==> config.mk <==
export PLATFORM = sky130hd
export DESIGN_NAME = alu_seq_ctrl
export DESIGN_NICKNAME = d
export VERILOG_FILES = /design/src/rtl/alu_seq_ctrl.sv
export SDC_FILE = /design/constraint.sdc
export NUM_CORES = 1
export LEC_CHECK = 0
export ABC_CLOCK_PERIOD_IN_PS = 4540
export BUFFER_PORTS_ARGS = -buffer_cell sky130_fd_sc_hd__buf_2
export CORE_ASPECT_RATIO = 0.9
export CORE_MARGIN = 2
export CORE_UTILIZATION = 30
export DETAILED_ROUTE_END_ITERATION = 6
export PLACE_DENSITY_LB_ADDON = 0.08
export SLEW_MARGIN = 20
export SYNTH_ARGS = -nofsm -noshare
export SYNTH_HDL_FRONTEND = slang
export SYNTH_SLANG_ARGS = --single-unit
==> constraint.sdc <==
create_clock -name clk -period 4.54 [get_ports clk]
set_input_delay 0.681 -clock clk [delete_from_list [all_inputs] [get_ports clk]]
set_output_delay 0.681 -clock clk [all_outputs]
set_load 0.02 [all_outputs]
==> src/rtl/alu_seq_ctrl.sv <==
// alu_seq_ctrl: multi-cycle sequencer for the sign-magnitude calculator datapath.
// Add/sub run in one execute cycle. Multiply and divide run as 4-step shift-add and
// restoring-divide loops. A final FIN cycle commits the result to the display-facing
// registers.
//
// Ports:
//   clk    in   system clock
//   rst    in   asynchronous active-high reset
//   start  in   launch strobe, sampled only while idle
//   x, y   in   5-bit sign-magnitude operands ([4] sign, [3:0] magnitude)
//   op     in   00 add, 01 sub (x-y), 10 mul, 11 div (x/y, quotient)
//   out    out  8-bit result magnitude (registered)
//   sign   out  result sign (registered, never negative zero)
//   busy   out  high in every state except idle
//   done   out  one-cycle pulse after out/sign/err update
//   err    out  divide-by-zero flag of the last completed operation
module alu_seq_ctrl (
  input  logic       clk,
  input  logic       rst,
  input  logic       start,
  input  logic [4:0] x,
  input  logic [4:0] y,
  input  logic [1:0] op,
  output logic [7:0] out,
  output logic       sign,
  output logic       busy,
  output logic       done,
  output logic       err
);

  typedef enum logic [2:0] {StIdle, StAddSub, StMul, StDiv, StFin} state_e;

  state_e     state_q, state_d;
  logic [3:0] am_q, am_d;        // operand A magnitude
  logic       as_q, as_d;        // operand A sign (negative zero folded to +0)
  logic [3:0] bm_q, bm_d;        // operand B magnitude, also the divisor
  logic       bs_q, bs_d;
  logic       sub_q, sub_d;
  logic [7:0] acc_q, acc_d;      // result magnitude: sum, product or quotient
  logic [7:0] mcand_q, mcand_d;
  logic [3:0] mplier_q, mplier_d;
  logic [3:0] rem_q, rem_d;      // remainder stays below the divisor, so 4 bits hold it
  logic [3:0] dvd_q, dvd_d;
  logic [1:0] cnt_q, cnt_d;
  logic       neg_q, neg_d;
  logic       div0_q, div0_d;
  logic [7:0] out_q, out_d;
  logic       sign_q, sign_d;
  logic       err_q, err_d;
  logic       done_q, done_d;

  // Operand signs with negative zero folded to positive zero.
  logic       xs_n, ys_n;
  assign xs_n = x[4] & (|x[3:0]);
  assign ys_n = y[4] & (|y[3:0]);

  // Add/sub datapath in 6-bit two's complement; |result| is at most 30.
  logic [5:0] a_s, b_s, r_s, r_abs;
  assign a_s   = as_q ? (6'd0 - {2'b00, am_q}) : {2'b00, am_q};
  assign b_s   = bs_q ? (6'd0 - {2'b00, bm_q}) : {2'b00, bm_q};
  assign r_s   = sub_q ? (a_s - b_s) : (a_s + b_s);
  assign r_abs = r_s[5] ? (6'd0 - r_s) : r_s;

  // Restoring-divide step: bring in the next dividend bit and trial-subtract.
  logic [4:0] rem_sh;
  logic       q_bit;
  assign rem_sh = {rem_q, dvd_q[3]};
  assign q_bit  = (rem_sh >= {1'b0, bm_q});

  always_comb begin
    state_d  = state_q;
    am_d     = am_q;
    as_d     = as_q;
    bm_d     = bm_q;
    bs_d     = bs_q;
    sub_d    = sub_q;
    acc_d    = acc_q;
    mcand_d  = mcand_q;
    mplier_d = mplier_q;
    rem_d    = rem_q;
    dvd_d    = dvd_q;
    cnt_d    = cnt_q;
    neg_d    = neg_q;
    div0_d   = div0_q;
    out_d    = out_q;
    sign_d   = sign_q;
    err_d    = err_q;
    done_d   = 1'b0;

    unique case (state_q)
      StIdle: begin
        if (start) begin
          am_d     = x[3:0];
          as_d     = xs_n;
          bm_d     = y[3:0];
          bs_d     = ys_n;
          sub_d    = op[0];
          acc_d    = 8'd0;
          mcand_d  = {4'b0000, x[3:0]};
          mplier_d = y[3:0];
          rem_d    = 4'd0;
          dvd_d    = x[3:0];
          cnt_d    = 2'd0;
          neg_d    = xs_n ^ ys_n;
          div0_d   = 1'b0;
          unique case (op)
            2'b10: state_d = StMul;
            2'b11: begin
              if (y[3:0] == 4'd0) begin
                // acc is already cleared, so FIN commits out=0, sign=0.
                div0_d  = 1'b1;
                state_d = StFin;
              end else begin
                state_d = StDiv;
              end
            end
            default: state_d = StAddSub;
          endcase
        end
      end

      StAddSub: begin
        acc_d   = {2'b00, r_abs};
        neg_d   = r_s[5];
        state_d = StFin;
      end

      StMul: begin
        if (mplier_q[0]) acc_d = acc_q + mcand_q;
        mcand_d  = {mcand_q[6:0], 1'b0};
        mplier_d = {1'b0, mplier_q[3:1]};
        cnt_d    = cnt_q + 2'd1;
        if (cnt_q == 2'd3) state_d = StFin;
      end

      StDiv: begin
        // When q_bit is 0 the shifted remainder is below the divisor, so bit 4 is 0.
        rem_d = q_bit ? (rem_sh[3:0] - bm_q) : rem_sh[3:0];
        acc_d = {acc_q[6:0], q_bit};
        dvd_d = {dvd_q[2:0], 1'b0};
        cnt_d = cnt_q + 2'd1;
        if (cnt_q == 2'd3) state_d = StFin;
      end

      StFin: begin
        out_d   = acc_q;
        sign_d  = neg_q & (|acc_q);
        err_d   = div0_q;
        done_d  = 1'b1;
        state_d = StIdle;
      end

      default: state_d = StIdle;
    endcase
  end

  always_ff @(posedge clk or posedge rst) begin
    if (rst) begin
      state_q  <= StIdle;
      am_q     <= 4'd0;
      as_q     <= 1'b0;
      bm_q     <= 4'd0;
      bs_q     <= 1'b0;
      sub_q    <= 1'b0;
      acc_q    <= 8'd0;
      mcand_q  <= 8'd0;
      mplier_q <= 4'd0;
      rem_q    <= 4'd0;
      dvd_q    <= 4'd0;
      cnt_q    <= 2'd0;
      neg_q    <= 1'b0;
      div0_q   <= 1'b0;
      out_q    <= 8'd0;
      sign_q   <= 1'b0;
      err_q    <= 1'b0;
      done_q   <= 1'b0;
    end else begin
      state_q  <= state_d;
      am_q     <= am_d;
      as_q     <= as_d;
      bm_q     <= bm_d;
      bs_q     <= bs_d;
      sub_q    <= sub_d;
      acc_q    <= acc_d;
      mcand_q  <= mcand_d;
      mplier_q <= mplier_d;
      rem_q    <= rem_d;
      dvd_q    <= dvd_d;
      cnt_q    <= cnt_d;
      neg_q    <= neg_d;
      div0_q   <= div0_d;
      out_q    <= out_d;
      sign_q   <= sign_d;
      err_q    <= err_d;
      done_q   <= done_d;
    end
  end

  assign out  = out_q;
  assign sign = sign_q;
  assign err  = err_q;
  assign done = done_q;
  assign busy = (state_q != StIdle);

endmodule
; ---- After elaboration in Yosys (flattened, before gate mapping)
; Index checks and enable logic that the tools add are counted.
[word_totals]
out_inout_bits = 12
ff_bits = 57
[classes]
order_cmp = 1
n_bitwise = 4
add_sub_neg = 8
n_eq_ne = 10
reduce_logical = 19
muxes = 28
[op_table]
columns = cell, count
row1 = $pmux 8 s4, 1
row2 = $mux 6, 4
row3 = $mux 8, 3
row4 = $pmux 4 s2, 3
row5 = $mux 4, 4
row6 = $pmux 8 s2, 1
row7 = $reduce_and 2->1, 6
row8 = $sub 1x4->5 const A, 2
row9 = $mux 3, 3
row10 = $pmux 3 s3, 1
row11 = $add 8x8->8, 1
row12 = $reduce_bool 2->1, 4
row13 = $reduce_or 4->1, 2
row14 = $reduce_or 8->1, 1
row15 = $add 6x6->6, 1
row16 = $eq 2x2->1 const B, 3
row17 = $eq 3x2->1 const B, 2
row18 = $pmux 3 s2, 1
row19 = $sub 1x6->6 const A, 1
row20 = $sub 6x6->6, 1
row21 = $ge 5x4->1, 1
row22 = $logic_not 4->1, 1
row23 = $mux 1, 4
row24 = $ne 2x2->1 const B, 2
row25 = other kinds (15), 17

; ---- Longest topological paths before layout
[logic_depth]
depth_word = 7
mapped_depth = 15
ltp_nobuf = 15

; ---- Least setup slack after synthesis
; OpenSTA, ideal clock, no wires.
[synth_path]
kind = reg-to-reg
from = reg bm_q[0]
to = reg acc_q[5]
path_stages_with_launch = 16
arrival_time_ns = 2.986
setup_ns = 0.134
setup_slack_ns = 1.420
cell_sequence = dfrtp_1 inv_1 ha_1 mux2i_1 ha_1 nor2_1 a21oi_1 inv_1 ha_1 nor2b_1 o31a_1 o21ai_0 nand2b_1 xor3_2 a222oi_1 o21ai_1
[synth_between]
elab_chain_cells = 7
word_cells_on_any_way = 8
[synth_lines]
columns = element, line
row1 = start: declaration, 36  ; logic [3:0] bm_q, bm_d;
row2 = start signal: assignment, 181  ; bm_q <= bm_d;
row3 = $sub 1x4->5, 60  ; assign b_s = bs_q ? (6'd0 - {2'b00, bm_q}) : {2'b00, bm_q};
row4 = $mux 6 *, 60
row5 = $add 6x6->6 or $sub 6x6->6 (tied branches), 61  ; assign r_s = sub_q ? (a_s - b_s) : (a_s + b_s);
row6 = $mux 6 *, 61
row7 = $sub 1x6->6, 62  ; assign r_abs = r_s[5] ? (6'd0 - r_s) : r_s;
row8 = $mux 6 *, 62
row9 = $pmux 8 s4 *, 90  ; unique case (state_q)
row10 = end signal: assignment, 165  ; acc_q <= 8'd0;
row11 = end signal: assignment, 184  ; acc_q <= acc_d;
row12 = end: declaration, 39  ; logic [7:0] acc_q, acc_d;
; Every way passes the cells marked *; elsewhere a longest branch is shown, timed or not.
; A chain may end at the register's enable or synchronous reset.

; ---- Final worst setup path
; Ends and elaborated chain as after synthesis.

==> run_results.csv <==
group,metric,value,unit
logic_synthesis,syn-num-nets,398,
cells_and_area,finalNetCount,428,
detailed_routing,vias,2654,
clock_tree,clkLatencyLatePin,0.33,ns
worst_setup_path,r2r-start,"bm_q[0]",
place,place.gp.congestion,0.7883,
floorplanning,fp.dieH,105.0,um
clock_tree,cts_tree,"done",
logic_synthesis,ys_async_sr_fraction,100.0,%
logic_synthesis,synth_seq_cells,57,
clock_tree,cts_made_buffers,9,
cells_and_area,design_area,0.003975,mm2
clock_tree,post_cts_buffers,0,
cells_and_area,drive_gt1_share,15.99,%
detailed_routing,drtIter0Drc,157,
worst_setup_path,cp.required,4.74,ns
timing,fmax,0.2873,GHz
logic_synthesis,syn-instance-count,359,
timing,rsz0062_at_grt,"false",
timing,setup_violations,0,
floorplanning,coreArea,0.01095,mm2
floorplanning,fp-row-count,36,
floorplanning,io_pins,27,
logic_synthesis,ys_seq_area_share,41.93,%
logic_synthesis,synthTopCellsByArea,"dfrtp_1 42%, ha_1 7.7%, nand2_1 5.0%",
logic_synthesis,synth_top_area_cell,"dfrtp_1",
global_route,grt_max_degree,58,
detailed_routing,avgViaCountPerCell,4.861,
logic_synthesis,syn_avg_cell_area,9.476,um2
worst_setup_path,cp-start-kind,"flip-flop",
worst_setup_path,crit_type,"reg2reg",
detailed_routing,wire_per_inst,15.49,um
clock_tree,cts_root_buf,"clkbuf_16",
clock_tree,clock_path_buffers,2,
detailed_routing,wl_met3,330,um
outcome,status,"finished clean",
logic_synthesis,ys_types,50,
floorplanning,die-area,0.01221,mm2
job,cap_violations,0,
cells_and_area,fill_cells,1141,
detailed_routing,ant_nets,0,
logic_synthesis,synth_ff_type,"dfrtp_1",
global_route,antenna_found_initial,0,
global_route,grt.total_usage,15.17,%
worst_setup_path,reg2reg_to,"acc_q[5]",
timing,slew_violations,0,
place,port-buffer-count,26,
worst_setup_path,crit_fanout,8,
clock_tree,clkSinkCount,57,
clock_tree,h-tree-depth,3,
detailed_routing,top_layer_used,"met4",
worst_setup_path,end_kind,"flip-flop",
clock_tree,postCtsHoldBufs,0,
detailed_routing,wl_met2,3628,um
logic_synthesis,yosysMostFrequentCell,"dfrtp_1",
cells_and_area,area_delta_synth_final,16.84,%
clock_tree,clk_pin_slew_worst_paths,0.06,ns
detailed_routing,totalWireLength,8458,um
logic_synthesis,ys_warn_count,0,
timing,hold_viol,0,
timing,finalCritPeriodShare,76.68,%
worst_setup_path,critPathArrivalTime,3.68,ns
logic_synthesis,syn_area,0.003402,mm2
logic_synthesis,synth_top_cell_area_share,41.93,%
floorplanning,start_util,31.08,%
logic_synthesis,synth_common_cells,"57 x dfrtp_1, 45 x nand2_1, 32 x o21ai_0, 27 x inv_1, 25 x nor2_1",
cells_and_area,fin_util,36.32,%
worst_setup_path,r2r_slack,1.06,ns
logic_synthesis,synth_edf_count,0,
global_route,grt_pass1_wl,14160,um
floorplanning,fp.dieW,116.3,um
timing,setup_tns,0,ns
worst_setup_path,worst_setup_path_endpoint,"acc_q[5]",
timing,fin_skew,0.01600,ns
min_path,hold_class,"reg2reg",
timing,period_minus_slack,3.481,ns
place,dpl.hpwl,6236,um
detailed_routing,drc,0,
detailed_routing,first_pass_iters,4,
worst_setup_path,reg2regPathDepth,15,
detailed_routing,wl_met1,4438,um
timing,worstMarginPinSlew,0.7518,ns
clock_tree,cts_resized,0,
timing,slew_headroom,49.88,%
worst_setup_path,crit_start,"bm_q[0]",
cells_and_area,diodes,0,
global_route,grt_overflow_total,0,
global_route,grt_pass1_vias,2687,
place,place_area,0.003699,mm2
## stage by stage
stage          cells  hold slack (ns)  worst slack (ns)
3_3_place_gp     530           0.4673             1.195
4_1_cts          546           0.4850             1.015
6_report         546           0.4804             1.059
3_5_place_dp     530           0.4730             1.049
5_1_grt          546           0.5161            0.8156
2_1_floorplan    359           0.4444             1.420
## critical path: stages (launching register included)
cell and delay, ns:
dfrtp_1 0.49, inv_1 0.13, ha_1 0.34, mux2i_1 0.10, ha_1 0.28, nor2_1 0.03
a21oi_1 0.23, inv_1 0.07, ha_1 0.26, nor2b_1 0.15, o31a_1 0.25, o21ai_0 0.14
nand2b_1 0.08, xor3_2 0.33, a222oi_1 0.33, o21ai_1 0.12
## sequential cells by signal (all words and copies together), names as in the netlist, 2 cells and up
name and count:
out 8, am_q 4, dvd_q 4, mcand_q 8
acc_q 8, bm_q 4, cnt_q 2, rem_q 4
mplier_q 4, state_q 3
## cell type report
class                      count  area (um2)  area share, %
multi-input combinational    264        1821          45.80
sequential                    57        1426          35.88
clock buffer                  14       264.0          6.641
tap                          152       190.2          4.784
timing repair buffer          30       160.2          4.029
inverter                      27       101.3          2.550
clock inverter                 2       12.51         0.3148
## cells by family after synthesis
family / count (synthesis) / share of synthesized area, %
simple gates: 112 / 14.97
mux: 15 / 4.781
flops: 57 / 41.93
buf+inv: 38 / 4.560
xor+xnor: 18 / 5.112
compound gates: 95 / 19.16
fa+ha+maj: 24 / 9.489
## cell usage in the layout (no fill, tap or decap), types with 4 or more instances in the layout
master / n
mux2_2: 10
clkbuf_16: 9
ha_1: 21
buf_2: 26
mux2i_1: 5
inv_1: 26
a21oi_1: 15
nand2b_1: 5
and3_1: 4
buf_4: 4
nor2_1: 25
xor2_1: 5
nand2_1: 45
nand3_1: 12
a21o_1: 5
xnor2_1: 12
dfrtp_1: 57
nor3_1: 4
o21ai_0: 32
nor4_1: 4
a221o_1: 6
nor2b_1: 6
a22oi_1: 4
## routing by layer
layer  up-vias  GRT usage, %
met4         0         4.592
met1      1258         22.44
met2        51         22.30
li1       1339             -
met5         -             0
met3         6         2.784
## worst min-delay path by stage
| stage | from | endpoint | slack (ns) | depth (start not counted) |
|---|---|---|---|---|
| 2_1_floorplan | div0_q | div0_q | 0.44 | 2 |
| 3_3_place_gp | div0_q | div0_q | 0.47 | 2 |
| 3_5_place_dp | div0_q | div0_q | 0.47 | 2 |
| 4_1_cts | div0_q | div0_q | 0.49 | 2 |
| 5_1_grt | out[5] | out[5] | 0.52 | 1 |
| 6_report | div0_q | div0_q | 0.48 | 2 |
Power is left out: the tool's default activity adds up to more than one toggle a clock period on the data nets, which glitch-free logic cannot reach.
